File: config.mk
export PLATFORM = sky130hd
export DESIGN_NAME = alien_fire_sched
export DESIGN_NICKNAME = d
export VERILOG_FILES = /design/src/rtl/alien_fire_sched.sv
export SDC_FILE = /design/constraint.sdc
export NUM_CORES = 1
export LEC_CHECK = 0
export CAP_MARGIN = 10
export CORE_ASPECT_RATIO = 1.4
export CORE_MARGIN = 5
export CORE_UTILIZATION = 39
export CTS_BUF_LIST = sky130_fd_sc_hd__clkbuf_16
export DETAILED_ROUTE_END_ITERATION = 8
export PLACE_DENSITY = 0.86
export SETUP_SLACK_MARGIN = 0.1
export SYNTH_ARGS = -nofsm -noshare
export SYNTH_HDL_FRONTEND = slang
export SYNTH_SLANG_ARGS = --single-unit
File: constraint.sdc
create_clock -name pixel_clk -period 7.7 [get_ports pixel_clk]
set_input_delay 0.77 -clock pixel_clk [delete_from_list [all_inputs] [get_ports pixel_clk]]
set_output_delay 0.77 -clock pixel_clk [all_outputs]
set_load 0.05 [all_outputs]
File: src/rtl/alien_fire_sched.sv
// Frame-rate bomb scheduler: round-robin pick of an alive alien into the lowest free bomb slot,
// plus per-frame bomb motion with retirement on hit or at the bottom of the screen.
module alien_fire_sched #(
   parameter int unsigned N_ALIENS    = 8,
   parameter int unsigned N_BOMBS     = 2,
   parameter int unsigned FIRE_PERIOD = 32,
   parameter int unsigned BOMB_SPEED  = 4,
   parameter int unsigned VLIMIT      = 720,
   parameter bit          RANDOMIZE   = 1'b1,
   parameter logic [7:0]  LFSR_SEED   = 8'hA5
) (
   input  logic                      pixel_clk,
   input  logic                      rst,
   input  logic                      fsync,
   input  logic                      enable,
   input  logic [N_ALIENS-1:0]       alien_alive,
   input  logic [N_ALIENS-1:0][11:0] alien_lhpos,
   input  logic [N_ALIENS-1:0][11:0] alien_rhpos,
   input  logic [N_ALIENS-1:0][11:0] alien_bvpos,
   input  logic [N_BOMBS-1:0]        bomb_hit,
   output logic [N_ALIENS-1:0]       fire_grant,
   output logic [N_BOMBS-1:0]        bomb_valid,
   output logic [N_BOMBS-1:0][11:0]  bomb_x,
   output logic [N_BOMBS-1:0][11:0]  bomb_y,
   output logic [15:0]               launch_count
);

   localparam int unsigned PtrW  = $clog2(N_ALIENS);
   localparam int unsigned SlotW = (N_BOMBS > 1) ? $clog2(N_BOMBS) : 1;
   localparam int unsigned CdW   = $clog2(FIRE_PERIOD + 1);
   localparam logic [CdW-1:0]    CdReload = CdW'(FIRE_PERIOD - 1);
   localparam logic signed [11:0] YLimit  = 12'(VLIMIT);
   localparam logic [11:0]       YStep    = 12'(BOMB_SPEED);

   logic [7:0]               lfsr_q, lfsr_d;
   logic [CdW-1:0]           cd_q, cd_d;
   logic [PtrW-1:0]          rr_q, rr_d;
   logic [N_ALIENS-1:0]      grant_q, grant_d;
   logic [N_BOMBS-1:0]       valid_q, valid_d;
   logic [N_BOMBS-1:0][11:0] x_q, x_d, y_q, y_d;
   logic [15:0]              cnt_q, cnt_d;

   logic             free_found, sel_found, launch;
   logic [SlotW-1:0] free_slot;
   logic [PtrW-1:0]  sel;
   logic [12:0]      x_sum;
   logic [11:0]      y_new;
   int               start_idx, idx;

   // Lowest free slot, judged on registered valid so a slot freed this edge waits a frame.
   always_comb begin
      free_found = 1'b0;
      free_slot  = '0;
      for (int s = 0; s < int'(N_BOMBS); s++) begin
         if (!valid_q[s] && !free_found) begin
            free_found = 1'b1;
            free_slot  = SlotW'(s);
         end
      end
   end

   always_comb begin
      sel_found = 1'b0;
      sel       = '0;
      idx       = 0;
      start_idx = (int'(rr_q) + (RANDOMIZE ? int'(lfsr_q[1:0]) : 0)) % int'(N_ALIENS);
      for (int k = 0; k < int'(N_ALIENS); k++) begin
         idx = (start_idx + k) % int'(N_ALIENS);
         if (alien_alive[PtrW'(idx)] && !sel_found) begin
            sel_found = 1'b1;
            sel       = PtrW'(idx);
         end
      end
   end

   // 13-bit sum keeps the carry so the arithmetic halving is exact for signed edges.
   assign x_sum  = {alien_lhpos[sel][11], alien_lhpos[sel]} +
                   {alien_rhpos[sel][11], alien_rhpos[sel]};
   assign launch = fsync && enable && (cd_q == '0) && free_found && sel_found;

   always_comb begin
      lfsr_d  = lfsr_q;
      cd_d    = cd_q;
      rr_d    = rr_q;
      grant_d = '0;
      valid_d = valid_q;
      x_d     = x_q;
      y_d     = y_q;
      cnt_d   = cnt_q;
      y_new   = '0;
      if (fsync) begin
         lfsr_d = {lfsr_q[6:0], lfsr_q[7] ^ lfsr_q[5] ^ lfsr_q[4] ^ lfsr_q[3]};
         if (enable && cd_q != '0) begin
            cd_d = cd_q - 1'b1;
         end
         for (int s = 0; s < int'(N_BOMBS); s++) begin
            if (valid_q[s] && !bomb_hit[s]) begin
               y_new  = y_q[s] + YStep;
               y_d[s] = y_new;
               if ($signed(y_new) >= YLimit) begin
                  valid_d[s] = 1'b0;
               end
            end
         end
         if (launch) begin
            valid_d[free_slot] = 1'b1;
            x_d[free_slot]     = x_sum[12:1];
            y_d[free_slot]     = alien_bvpos[sel] + 12'd1;
            rr_d               = PtrW'((int'(sel) + 1) % int'(N_ALIENS));
            cd_d               = CdReload;
            cnt_d              = cnt_q + 16'd1;
            grant_d[sel]       = 1'b1;
         end
      end
      for (int s = 0; s < int'(N_BOMBS); s++) begin
         if (bomb_hit[s] && valid_q[s]) begin
            valid_d[s] = 1'b0;
         end
      end
   end

   always_ff @(posedge pixel_clk) begin
      if (rst) begin
         lfsr_q  <= LFSR_SEED;
         cd_q    <= CdReload;
         rr_q    <= '0;
         grant_q <= '0;
         valid_q <= '0;
         x_q     <= '0;
         y_q     <= '0;
         cnt_q   <= '0;
      end else begin
         lfsr_q  <= lfsr_d;
         cd_q    <= cd_d;
         rr_q    <= rr_d;
         grant_q <= grant_d;
         valid_q <= valid_d;
         x_q     <= x_d;
         y_q     <= y_d;
         cnt_q   <= cnt_d;
      end
   end

   assign fire_grant   = grant_q;
   assign bomb_valid   = valid_q;
   assign bomb_x       = x_q;
   assign bomb_y       = y_q;
   assign launch_count = cnt_q;

endmodule

Word-level counts from Yosys, hierarchy flattened
Index checks and enable logic that the tools add are counted.

Register bits after elaboration: 91. Bits of input ports: 302.

Add/subtract/negate cells: 15. Magnitude comparators: 14. Multiplexer cells: 71. Bitwise gates (word level): 6. Reduce and logical (&&, ||, !) cells: 37.

Operator list (number): $bmux W12 S3 (3); $mux W12 (8); $bwmux W24 (2); $lt A3 B5 Y1 const B (8); $mux W1 (35); $add A12 B3 Y12 const B (2); $bmux W1 S3 (8); $ge A12 B11 Y1 const B (2); $mux W24 (1); $mux W3 (8); $logic_and A1 B1 Y1 (19); $add A16 B1 Y16 const B (1); $add A12 B12 Y13 (1); $add A12 B1 Y12 const B (1); $add A3 B3 Y3 const B (4); $demux W12 S1 (1); $mux W6 (2); $logic_not A1 Y1 (10); $add A3 B1 Y3 const B (2); $add A3 B2 Y3 const B (2); $logic_not A6 Y1 (1); $reduce_bool A6 Y1 (1); $sub A6 B1 Y6 const B (1); $lt A3 B4 Y1 const B (1); 14 further kinds (19).

Longest topological paths before layout
Gate-level depths: netlist of run 1.

Depth after elaboration: 31. Gate-level depth with buffers: 34.

Worst setup path after synthesis of run 1
OpenSTA, ideal clock, no wires.

Path kind: reg2reg. Start point: register lfsr_q[0]. End point: register x_q (netlist bit bomb_x[11]). Library setup time: 0.086 ns. Data arrival time: 7.251 ns. Required time: 7.614 ns. Slack: 0.364 ns. Cell stages (with the launch flop): 33. Period minus slack after synthesis: 7.336 ns. Cells stage by stage: dfxtp_1 > ha_1 > inv_1 > fa_1 > clkbuf_1 > inv_1 > ha_1 > buf_2 > mux4_2 > a21oi_2 > nand3_2 > a221oi_2 > a21oi_1 > o32ai_2 > buf_4 > buf_1 > clkbuf_1 > clkbuf_1 > nand3_1 > nand3_1 > o21ai_0 > fa_1 > a21o_1 > a21oi_1 > o21bai_1 > a21oi_1 > o21bai_1 > a21oi_1 > o21bai_1 > a21oi_1 > o21ai_0 > mux2_2 > a211oi_1.

Longest elaborated chain between the ends: 30. Elaborated cells between the ends (all ways): 70. Those cells by class: add/sub (9); mux (45); reduce/logical (16).

RTL lines: start, declared (line 35) `logic [7:0] lfsr_q, lfsr_d;`; start signal, assigned (line 133) `lfsr_q <= lfsr_d;`; $add A3 B2 Y3 (*) (line 66) `start_idx = (int'(rr_q) + (RANDOMIZE ? int'(lfsr_q[1:0]) : 0)) % int'(N_ALIENS);`; parallel branches: the longest is 29 deep, another holds $add A3 B2 Y3; end signal, assigned (line 129) `x_q <= '0;`; end signal, assigned (line 138) `x_q <= x_d;`; end, declared (line 40) `logic [N_BOMBS-1:0][11:0] x_q, x_d, y_q, y_d;`.

Mark *: on every way between the ends. The select of a mux whose other input is x is not followed. A chain may end at the register's enable or synchronous reset.

Worst setup path in the final report of run 1
Ends and elaborated chain as after synthesis.

==> results.md, run 1 <==
* Syn nets at about 1600
* Relative slew margins at 0.436
* I/O pin total at 376
* Drt pass-1 iters at 5
* Overall Global Routing Usage at 0.273
* Largest net degree at the start of global routing at 76
* Synth Area in Compound Gates at 0.189
* Synth warn at 0
* Die area at 24900 um2
* Antenna Nets Post-Route at 0
* Via count at roughly 10000
* Post-Syn Instances at 1239
* Final Non-Filler Cells at between 1500 and 2000
* Grt total ovfl at 0
* WL final at 35500 um
* Largest family of logic cells by synthesized area: simple AND/OR/NAND/NOR gates
* Pre-CTS setup slack at 0.731 ns
* Synth cell types at between 70 and 80
* H-tree levels at 3
* Sinks on Clock Net at 91
* Mux contribution to synthesized area at 0.129
* Post-DP HPWL at 29100 um
* Worst path most repeated cell: a21oi_1
* LEAKAGE at 4.93 nW
* Slew at the pin closest to its max-slew limit at 0.844 ns
* Capture point of the critical path: bomb_x[11]
* Post-synth ARST share at 0
* Adder-Cell Fraction of Synth Area at 0.0398
* Core footprint at 21700 um2
* Tcrit/Tclk final at 0.918
* Prevailing post-synth register cell: dfxtp_1
* Synth Cell Area at 8490 um2
* First-pass GRT wire length at ~54000 um
* Sequential area share after synthesis at 0.214
* Max_cap viols at 0
* Max Freq at around 140 MHz
* Setup slack after layout at between 0.6 and 0.7 ns
* CP bufs+invs at 3
* FF-to-FF Start: lfsr_q[0]
* Cell area power density at 231 nW/um2
* Synth Register Bits at between 90 and 100
* Worst-path clk slew at 0.07 ns
* Slowest CP cell: mux4_2
* Final setup viols at 0
* Clock latency at the later pin of the worst-skew pair at approximately 0.35 ns
* CP Capture Type: register
* Clock period minus worst slack at 7.07 ns
* Post-DR vias/cell at 5.52
* WP data arrival at 7.32 ns
* R2R Setup Slk at 0.63 ns
* CTS max path bufs at 2
* Outcome: complete, no violations
* Crit path launch: lfsr_q[0]
* CTS tree: built
* Post-synth EDFFs at 0
* Share of layout cells above drive strength 1 at 0.0515
* R2r endpoint: bomb_x[11]
* Iteration-0 DRC Markers at around 800
* Max Slew Vio Count at 0
* Number of port buffers at 375
* Final Wtd Congestion at 0.931
* Dpl cells at between 1500 and 2000
* WL/cell at 19.0 um
* CP Data Required Time at 7.95 ns
* Hold Violations, Final at 0
* Root Driver: clkbuf_16
* Synth Area in XOR/XNOR at 0.0415
* Min-delay worst type: reg2reg
* Area grow syn2layout at 50.6%
* Worst path depth at 27
* Final Skew at between 0.01 and 0.015 ns
* Die width at 135 um
* Antenna violations before repair at 4
* Max incr delay on CP at about 0.62 ns
* CP delay by family, top: compound AO/OA/AOI/OAI gates
* Mapped Avg Cell Area at 6.85 um2
* CP Class: reg2reg
* Reg2Reg Depth at 27
* Initial Util at 0.391
* Setup TNS at 0 ns
* Cts bufs inserted at 9
* Vias in the first global route at 10400
* Peak VDD IR at approximately 0.00014 V
* Nets at 1896
* Setup Buffers After CTS at 0
* Element type at the critical path start: register
* Simple-Gate Fraction of Synth Area at 0.327
* CP max FO at 26
* Num rows at 64
* DRC at 0
* Unrepaired setup endpoints after global routing: no
* Vert. Die Dim at about 180 um
==> worst reg2reg max path, delay by kind of cell (launching register included) <==
| family | cells | cell delay [ns] |
|---|---|---|
| AOI/OAI and AO/OA | 14 | 2.91 |
| muxes | 2 | 0.91 |
| buffers and inverters | 3 | 0.39 |
| DFF | 1 | 0.36 |
| and+or+nand+nor | 3 | 0.42 |
| adders and majority gates | 5 | 2.00 |
==> layout by cell type, fill, tap and decap left out, types with 9 or more instances in the layout <==
| master | Yosys | routed |
|---|---|---|
| xor2_1 | 11 | 11 |
| buf_4 | 3 | 24 |
| a21oi_1 | 74 | 74 |
| o22ai_1 | 9 | 9 |
| clkbuf_16 | 0 | 9 |
| clkdlybuf4s50_1 | 0 | 374 |
| a211oi_1 | 13 | 12 |
| nor2_1 | 135 | 135 |
| mux4_2 | 9 | 9 |
| nand3_1 | 123 | 123 |
| xnor2_1 | 24 | 24 |
| and3_1 | 11 | 11 |
| nor2b_1 | 11 | 11 |
| or3_1 | 11 | 11 |
| nand2_1 | 255 | 254 |
| dfxtp_1 | 91 | 91 |
| nor3_1 | 25 | 24 |
| o21ai_0 | 80 | 80 |
| mux2i_1 | 81 | 81 |
| ha_1 | 23 | 23 |
| inv_1 | 34 | 34 |
==> state kept, by name, indices dropped and copies added (netlist names) <==
signal        count
rr_q              3
launch_count     16
bomb_x           24
bomb_valid        2
lfsr_q            8
cd_q              6
bomb_y           24
fire_grant        8
==> cell families after synthesis <==
logic type / after synthesis
adders and majority gates: 26
AOI/OAI and AO/OA: 254
DFF: 91
and+or+nand+nor: 617
muxes: 97
buffers and inverters: 117
xor gates and xnor gates: 37
==> stage by stage <==
step	hold slack [ns]	util	power (W)	instance area, um2
after floorplan	0.441	-	0.00185	8490
after global placement	0.445	0.575	0.00249	12500
after detailed placement	0.450	0.575	0.00252	12500
after CTS	0.460	0.588	0.00296	12800
after global routing	0.480	0.590	0.00319	12800
final	0.458	0.590	0.00295	12800
==> power by group <==
group	internal [W]	leakage (nW)	switching, W
Clock	0.000228	0.139	0.000205
Sequential	0.000475	0.735	0.00000319
Combinational	0.000799	4.06	0.00124
Total	0.00150	4.93	0.00145
==> how the worst min path moves through the flow <==
stage               startpoint    endpoint  slack (ns)  cells after the start
floorplan            lfsr_q[2]   lfsr_q[2]        0.44                      2
global placement    bomb_x[14]  bomb_x[14]        0.45                      2
detailed placement   bomb_x[4]   bomb_x[4]        0.45                      2
CTS                  bomb_x[4]   bomb_x[4]        0.46                      2
global route        bomb_x[12]  bomb_x[12]        0.48                      2
finish               bomb_x[4]   bomb_x[4]        0.46                      2
==> what timing repair did <==
item,CTS,global route
setup endpoints to repair,0,2
gates resized for setup,0,2
hold buffers,0,0
==> synthesized netlist by cell type (12+ instances only) <==
cell	count	share of area
nand2_1	255	0.11
nor2_1	135	0.060
nand3_1	123	0.072
dfxtp_1	91	0.21
mux2i_1	81	0.095
o21ai_0	80	0.047
a21oi_1	74	0.044
clkbuf_1	54	0.024
inv_1	34	0.015
nor3_1	25	0.015
xnor2_1	24	0.025
ha_1	23	0.034
a211oi_1	13	0.011
buf_1	12	0.0053
==> final cells by class <==
| cell class | instances | area (um2) |
|---|---|---|
| Multi-Input combinational cell | 1031 | 6230 |
| Clock inverter | 7 | 71.3 |
| Inverter | 36 | 140 |
| Tap cell | 297 | 372 |
| Clock buffer | 9 | 225 |
| Sequential cell | 91 | 1820 |
| Timing Repair Buffer | 400 | 3940 |
| Fill cell | 1971 | 8910 |
| Antenna cell | 1 | 2.50 |
==> routing by layer <==
layer  vias up  GRT usage  part of all wire
met5         -          0           0.00087
met4         6      0.139             0.054
met3        99     0.0609             0.070
met2       392      0.506              0.51
met1      4802      0.287              0.36
li1       5027          -                 -
No activity file was read; power rests on OpenSTA's default activity.
==> inputs of run 2 (changes only) <==
CORE_ASPECT_RATIO = not set   (was 1.4)
SLEW_MARGIN = 20   (was not set)
==> results.md, run 2 (synthesis results as in run 1) <==
* Die area at 24800 um2
* DRC at 0
* CTS tree: built
* CTS max path bufs at 2
* Cell area power density at ~230 nW/um2
* Tcrit/Tclk final at 0.919
* Post-DR vias/cell at about 5.5
* Core footprint at 21600 um2
* Number of port buffers at 375
* Most frequent cells in the layout: clkdlybuf4s50_1 (374), nand2_1 (254), nor2_1 (135)
* R2R Setup Slk at 0.62 ns
* Clock period minus worst slack at 7.08 ns
* Via count at a little over 10000
* Hold Violations, Final at 0
* Root Driver: clkbuf_16
* Vias in the first global route at 9744
* FF-to-FF Start: lfsr_q[0]
* Drt pass-1 iters at 5
* Outcome: complete, no violations
* Nets at approximately 1900
* Clock latency at the later pin of the worst-skew pair at around 0.34 ns
* Post-DP HPWL at 27800 um
* Post-cts hold buffer count at 0
* H-tree levels at 3
* CP Class: reg2reg
* Setup slack after layout at 0.624 ns
* Worst-path clk slew at ~0.080 ns
* Pre-CTS setup slack at 0.584 ns
* Filler instances at approximately 1900
* Setup Buffers After CTS at 0
* Max Freq at 141 MHz
* Grt total ovfl at 0
* Iteration-0 DRC Markers at 906
* Commonest non-fill, non-tap cell in the layout: clkdlybuf4s50_1
* Vert. Die Dim at 158 um
* Overall Global Routing Usage at 0.259
* Min-delay worst type: reg2reg
* Largest net degree at the start of global routing at 76
* Relative slew margins at 0.424
* Antenna Nets Post-Route at 0
* First-pass GRT wire length at approximately 52000 um
* Cts bufs inserted at 9
* Share of layout cells above drive strength 1 at 0.0527
* Slew at the pin closest to its max-slew limit at 0.862 ns
* Area grow syn2layout at 51.1%
* WP data arrival at 7.33 ns
* Sinks on Clock Net at 91
* Antenna violations before repair at 0
* CP Data Required Time at just under 8 ns
* HP Start: bomb_x[17]
* Setup TNS at 0 ns
* Element type at the critical path start: register
* Num rows at 54
* Final setup viols at 0
* I/O pin total at 376
* Unrepaired setup endpoints after global routing: no
* Max Slew Vio Count at 0
* Die width at 158 um
* WL/cell at ~18 um
* LEAKAGE at 4.96 nW
* Final Wtd Congestion at between 1 and 1.5
* Crit path launch: lfsr_q[0]
* Max_cap viols at 0
* CP max FO at 61
* Final Skew at 0.0118 ns
* Initial Util at 0.393
* Peak VDD IR at ~0.00018 V
* WL final at 34100 um
* CP Capture Type: register
[run 2: power by group]
| group | switching [W] | internal, W | leakage, nW |
|---|---|---|---|
| clock | 0.000211 | 0.000231 | 0.149 |
| sequential | 0.00000325 | 0.000474 | 0.735 |
| combinational | 0.00123 | 0.000810 | 4.07 |
[run 2: worst paths after layout]
path                            depth (start not counted)          to
worst min register to register                          2  bomb_x[17]
worst max register to register                         27  bomb_x[11]
worst min-delay path                                    2  bomb_x[17]
worst max-delay path                                   27  bomb_x[11]
[run 2: cell type report]
cell class | count | area, um2 | share of cell area
Tap cell | 280 | 350 | 0.0273
Clock buffer | 9 | 225 | 0.0176
Timing Repair Buffer | 400 | 3970 | 0.309
Multi-Input combinational cell | 1032 | 6250 | 0.487
Antenna cell | 1 | 2.50 | 0.000195
Inverter | 36 | 140 | 0.0109
Clock inverter | 7 | 76.3 | 0.00595
Sequential cell | 91 | 1820 | 0.142
[run 2: repair_timing]
item | in CTS | in global routing
resized for setup | 0 | 6
setup endpoints to repair | 0 | 2
endpoints found under the hold margin | 0 | 0
[run 2: critical path, stage by stage (launching register included)]
cell and delay (ns):
dfxtp_1 0.36, ha_1 0.15, inv_1 0.04, fa_1 0.50
inv_1 0.08, ha_1 0.51, mux4_2 0.63, a21oi_2 0.21
nand3_2 0.18, maj3_1 0.41, o31ai_1 0.43, o32ai_4 0.20
buf_12 0.24, mux2i_1 0.17, a2bb2o_4 0.25, nor3_1 0.09
fa_1 0.42, a21o_1 0.19, a21oi_1 0.25, o21bai_1 0.10
a21oi_1 0.25, o21bai_1 0.10, a21oi_1 0.23, o21bai_1 0.09
a21oi_1 0.23, o21ai_0 0.11, mux2_2 0.29, a211oi_1 0.23
[run 2: stage by stage]
| step | instances | hold WS [ns] | cell area, um2 | total power, W | util |
|---|---|---|---|---|---|
| finish | 1856 | 0.458 | 12800 | 0.00296 | 0.593 |
| global route | 1855 | 0.490 | 12800 | 0.00318 | 0.593 |
| CTS | 1854 | 0.459 | 12800 | 0.00294 | 0.591 |
| detailed placement | 1838 | 0.449 | 12500 | 0.00249 | 0.577 |
| global placement | 1838 | 0.443 | 12500 | 0.00245 | 0.577 |
| floorplan | 1239 | 0.441 | 8490 | 0.00185 | - |
[run 2: layer usage]
layer,global-route usage,part of all wire,vias up
met5,0,0,-
met1,0.315,0.39,4720
met4,0.0627,0.023,0
li1,-,-,5028
met3,0.0448,0.065,48
met2,0.476,0.52,407
==> variant 1, RTL diff (config.mk and constraints of run 1) <==
`FIRE_PERIOD`: 32 -> 16.
--- a/src/rtl/alien_fire_sched.sv
+++ b/src/rtl/alien_fire_sched.sv
@@ -3,7 +3,7 @@
 module alien_fire_sched #(
    parameter int unsigned N_ALIENS    = 8,
    parameter int unsigned N_BOMBS     = 2,
-   parameter int unsigned FIRE_PERIOD = 32,
+   parameter int unsigned FIRE_PERIOD = 16,
    parameter int unsigned BOMB_SPEED  = 4,
    parameter int unsigned VLIMIT      = 720,
    parameter bit          RANDOMIZE   = 1'b1,
Behaviour: same outputs for any inputs over 4 cycles, from zero or initial values and one cycle with rst high; that may be too few to reach the edited logic, so the function may still have changed.
==> variant 1 against run 1 <==
Sequential cell count down 1. Via count decreased by 1.4%. Critical endpoint unchanged. Critical path type unchanged. Cell count shrank 2.1%. Synthesized area rose by 0.55%. Routed wire length fell by 0.39%. Setup slack gained 0.069 ns. Total power is 4.0% higher. Design area shrank 0.40%.
==> variant 1: results (changes against run 1) <==
\begin{tabular}{lr}
\hline
Metric & Value \\
\hline
\multicolumn{2}{l}{\textbf{Layout}} \\
Area taken by flip-flops and latches & 0.00180 mm² (was 0.00182 mm²) \\
Fillcell total & 1987 (was 1971) \\
Ratio of cells with drive above 1 in the final layout & 5.41\% (was 5.15\%) \\
\multicolumn{2}{l}{\textbf{Synth}} \\
Multiplexer area fraction after synthesis & 12.0\% (was 12.9\%) \\
Top cells by instance count after synthesis & nand2\_1, nand3\_1, dfxtp\_1, nor2\_1, a21oi\_1 (was nand2\_1, nor2\_1, nand3\_1, dfxtp\_1, mux2i\_1) \\
Syn Nets & 1535 (was 1566) \\
Compound-gate portion of the synthesized area & 20.4\% (was 18.9\%) \\
Top cells by area, synth & dfxtp\_1, nand2\_1, nand3\_1, mux2i\_1, a21oi\_1 (was dfxtp\_1, nand2\_1, mux2i\_1, nand3\_1, nor2\_1) \\
Distinct cell type count after synthesis & 91 (was 74) \\
Part of the Yosys area used for sequential elements & 21.1\% (was 21.4\%) \\
Post-synthesis adder-cell area fraction & 3.84\% (was 3.98\%) \\
\multicolumn{2}{l}{\textbf{Outcome}} \\
Status & finished, final reports clean (unchanged) \\
\multicolumn{2}{l}{\textbf{Timing}} \\
Worst setup skew after layout & 0.0100 ns (was 0.0103 ns) \\
Slew at the pin closest to its max-slew limit & 1.14 ns (was 0.844 ns) \\
\multicolumn{2}{l}{\textbf{GRT}} \\
Global-route wire length before repair & 53.3 mm (was 54.0 mm) \\
Vias in the first global route & 9852 (was 10400) \\
Pin count of the biggest net entering global routing & 96 (was 76) \\
Total track usage & 27.0\% (was 27.3\%) \\
\multicolumn{2}{l}{\textbf{Power}} \\
Int Power & 1.53 mW (was 1.50 mW) \\
Clock network fraction of design power & 14.0\% (was 14.7\%) \\
Worst IR drop on VDD & 174 µV (was 141 µV) \\
\multicolumn{2}{l}{\textbf{Setup path}} \\
Maximum fanout count along the critical path & 18 (was 26) \\
Data arrival, critical path & 7.26 ns (was 7.32 ns) \\
\multicolumn{2}{l}{\textbf{Routing}} \\
First-pass iteration count of the detailed router & 7 (was 5) \\
Max layer used & met4 (was met5) \\
Total routed wire length on the met1 layer & 12.9 mm (was 12.8 mm) \\
Routed length on met2 & 18.4 mm (was 18.3 mm) \\
Drt initial violations & 696 (was 821) \\
\multicolumn{2}{l}{\textbf{Placement}} \\
Standard cell area after detailed placement & 0.0124 mm² (was 0.0125 mm²) \\
HPWL after detailed placement & 28.5 mm (was 29.1 mm) \\
\# placed instances & 1816 (was 1854) \\
Placement-stage worst setup slack & 0.547 ns (was 0.731 ns) \\
\hline
\end{tabular}
## variant 1: cell count changes after synthesis, moves of 6 or more
cell / before / now
nor4b_1: 7 / 1
nor3b_1: 0 / 11
o211ai_1: 3 / 17
a21oi_1: 74 / 63
and3_1: 11 / 18
nor2_1: 135 / 83
inv_1: 34 / 25
nand2_1: 255 / 311
nand3_1: 123 / 106
buf_1: 12 / 4
mux2i_1: 81 / 43
mux4_1: 0 / 8
o21ai_0: 80 / 61
## variant 1: cell type report
cell class | count | area share (%)
clock buffers | 9 | 1.77
flip-flops and latches | 90 | 14.1
repair buffers | 391 | 30.6
inverters | 29 | 0.913
diodes | 1 | 0.0196
multi-input cells | 1009 | 49.2
clock inverters | 7 | 0.461
well taps | 297 | 2.92
## variant 1: cell families after synthesis
logic type | after synthesis
compound gates | 258
simple gates | 616
buf+inv | 109
mux | 73
fa+ha+maj | 25
xor+xnor | 37
flops | 90
## variant 1: worst max-delay path, delay by kind of cell (launching register included)
kind                     cells  cell delay [ns]
flip-flops                   1             0.36
buffers and inverters        3             0.32
adder cells (fa/ha/maj)      4             1.49
AND/OR/NAND/NOR              4             0.86
multiplexers                 1             0.66
AO/OA/AOI/OAI               14             3.20
## variant 1: layer usage
metal  GRT usage, %  up-vias
met5              0        -
met4           13.2        0
li1               -     4961
met1           29.9     4719
met2           49.9      421
met3           4.08       82
## variant 1: final timing paths
path	startpoint	end	slack [ns]	cells past startpoint
worst min register to register	bomb_x[0]	bomb_x[0]	0.46	2
worst min-delay path	bomb_x[0]	bomb_x[0]	0.46	2
worst max register to register	lfsr_q[0]	bomb_x[11]	0.70	26
worst max-delay path	lfsr_q[0]	bomb_x[11]	0.70	26
==> variant 2, RTL diff (flow settings as in run 1) <==
Made on the original files. Reset style: asynchronous (`rst`), changed in one clocked block.
--- a/src/rtl/alien_fire_sched.sv
+++ b/src/rtl/alien_fire_sched.sv
@@ -119,7 +119,7 @@
       end
    end
 
-   always_ff @(posedge pixel_clk) begin
+   always_ff @(posedge pixel_clk or posedge rst) begin
       if (rst) begin
          lfsr_q  <= LFSR_SEED;
          cd_q    <= CdReload;
Check against the original RTL: no difference found for any inputs over 4 cycles, from zero or initial values and one cycle with rst high; that may be too few to reach the edited logic, so the function may still have changed.
==> variant 2 against run 1 <==
Die area fell by 2.0%. Synthesized cell count fell by 8.2%. Sequential cell count is the same. Critical path depth rose by 1. Setup slack better by 0.054 ns. Synthesized area fell by 2.1%. Routed wire length decreased by 5.2%. Hold slack better by 0.012 ns. Design area shrank 1.9%.
Power is not shown: default switching activity piles up to over one toggle a cycle in this logic, so the estimate is an artifact.
==> variant 2: results (changes against run 1) <==
\begin{tabular}{lr}
\hline
Metric & Value \\
\hline
\multicolumn{2}{l}{\textbf{Synth}} \\
Post-synthesis adder-cell area fraction & 3.94\% (was 3.98\%) \\
Async SR Flop Fraction & 100\% (was 0\%) \\
Syn Nets & 1465 (was 1566) \\
Post-synthesis xor/xnor area fraction & 5.51\% (was 4.15\%) \\
Top cells by area, synth & dfrtp\_1, nand2\_1, nand3\_1, mux2i\_1, o21ai\_0 (was dfxtp\_1, nand2\_1, mux2i\_1, nand3\_1, nor2\_1) \\
Multiplexer area fraction after synthesis & 12.2\% (was 12.9\%) \\
\multicolumn{2}{l}{\textbf{Outcome}} \\
Status & finished, final reports clean (unchanged) \\
\multicolumn{2}{l}{\textbf{Routing}} \\
Total routed wire length on the met1 layer & 12.1 mm (was 12.8 mm) \\
DR WL met3 & 2.70 mm (was 2.49 mm) \\
Max layer used & met4 (was met5) \\
Drt initial violations & 593 (was 821) \\
Routed length on met2 & 17.8 mm (was 18.3 mm) \\
\multicolumn{2}{l}{\textbf{Layout}} \\
Number of flip-flops and latches & 91 (unchanged) \\
Clock network area share & 2.40\% (was 2.32\%) \\
Seq/total area & 18.2\% (was 14.2\%) \\
Fillcell total & 1903 (was 1971) \\
Post-layout net count & 1795 (was 1896) \\
\multicolumn{2}{l}{\textbf{GRT}} \\
Pin count of the biggest net entering global routing & 82 (was 76) \\
Global-route wire length before repair & 51.7 mm (was 54.0 mm) \\
Met2 Track Usage GR & 50.1\% (was 50.6\%) \\
Total track usage & 26.6\% (was 27.3\%) \\
\multicolumn{2}{l}{\textbf{Floorplan}} \\
Num rows & 63 (was 64) \\
\multicolumn{2}{l}{\textbf{Setup path}} \\
Length in cells of the worst reg-to-reg path & 28 (was 27) \\
Crit path max-delay cell type & fa\_2 (was mux4\_2) \\
Data arrival, critical path & 7.28 ns (was 7.32 ns) \\
Slowest Stage Delay on Critical Path & 0.66 ns (was 0.62 ns) \\
CP startpoint & lfsr\_q[0] (unchanged) \\
\multicolumn{2}{l}{\textbf{Placement}} \\
\# placed instances & 1717 (was 1854) \\
Placement-stage worst setup slack & 0.638 ns (was 0.731 ns) \\
\multicolumn{2}{l}{\textbf{Timing}} \\
Worst setup skew after layout & 0.0132 ns (was 0.0103 ns) \\
Final Worst Setup Slack & 0.685 ns (was 0.631 ns) \\
\hline
\end{tabular}
[variant 2: cell count changes after synthesis, moves of 16 or more]
cell / run 1 / this run
dfxtp_1: 91 / 0
mux2_2: 7 / 23
a21oi_1: 74 / 34
nand2_1: 255 / 333
nor2_1: 135 / 64
inv_1: 34 / 17
dfrtp_1: 0 / 82
mux2i_1: 81 / 51
[variant 2: how the worst min path moves through the flow]
| stage | startpoint | end | cells past startpoint |
|---|---|---|---|
| final | launch_count[15] | launch_count[15] | 1 |
| after global routing | cd_q[5] | cd_q[5] | 1 |
| after CTS | launch_count[15] | launch_count[15] | 1 |
| after detailed placement | launch_count[15] | launch_count[15] | 1 |
| after global placement | cd_q[5] | cd_q[5] | 1 |
| after floorplan | cd_q[5] | cd_q[5] | 1 |
[variant 2: repair_timing]
item | CTS | global route
resized for setup | 0 | 1
hold buffers | 0 | 0
setup endpoints to repair | 0 | 3
hold endpoints to repair | 0 | 0
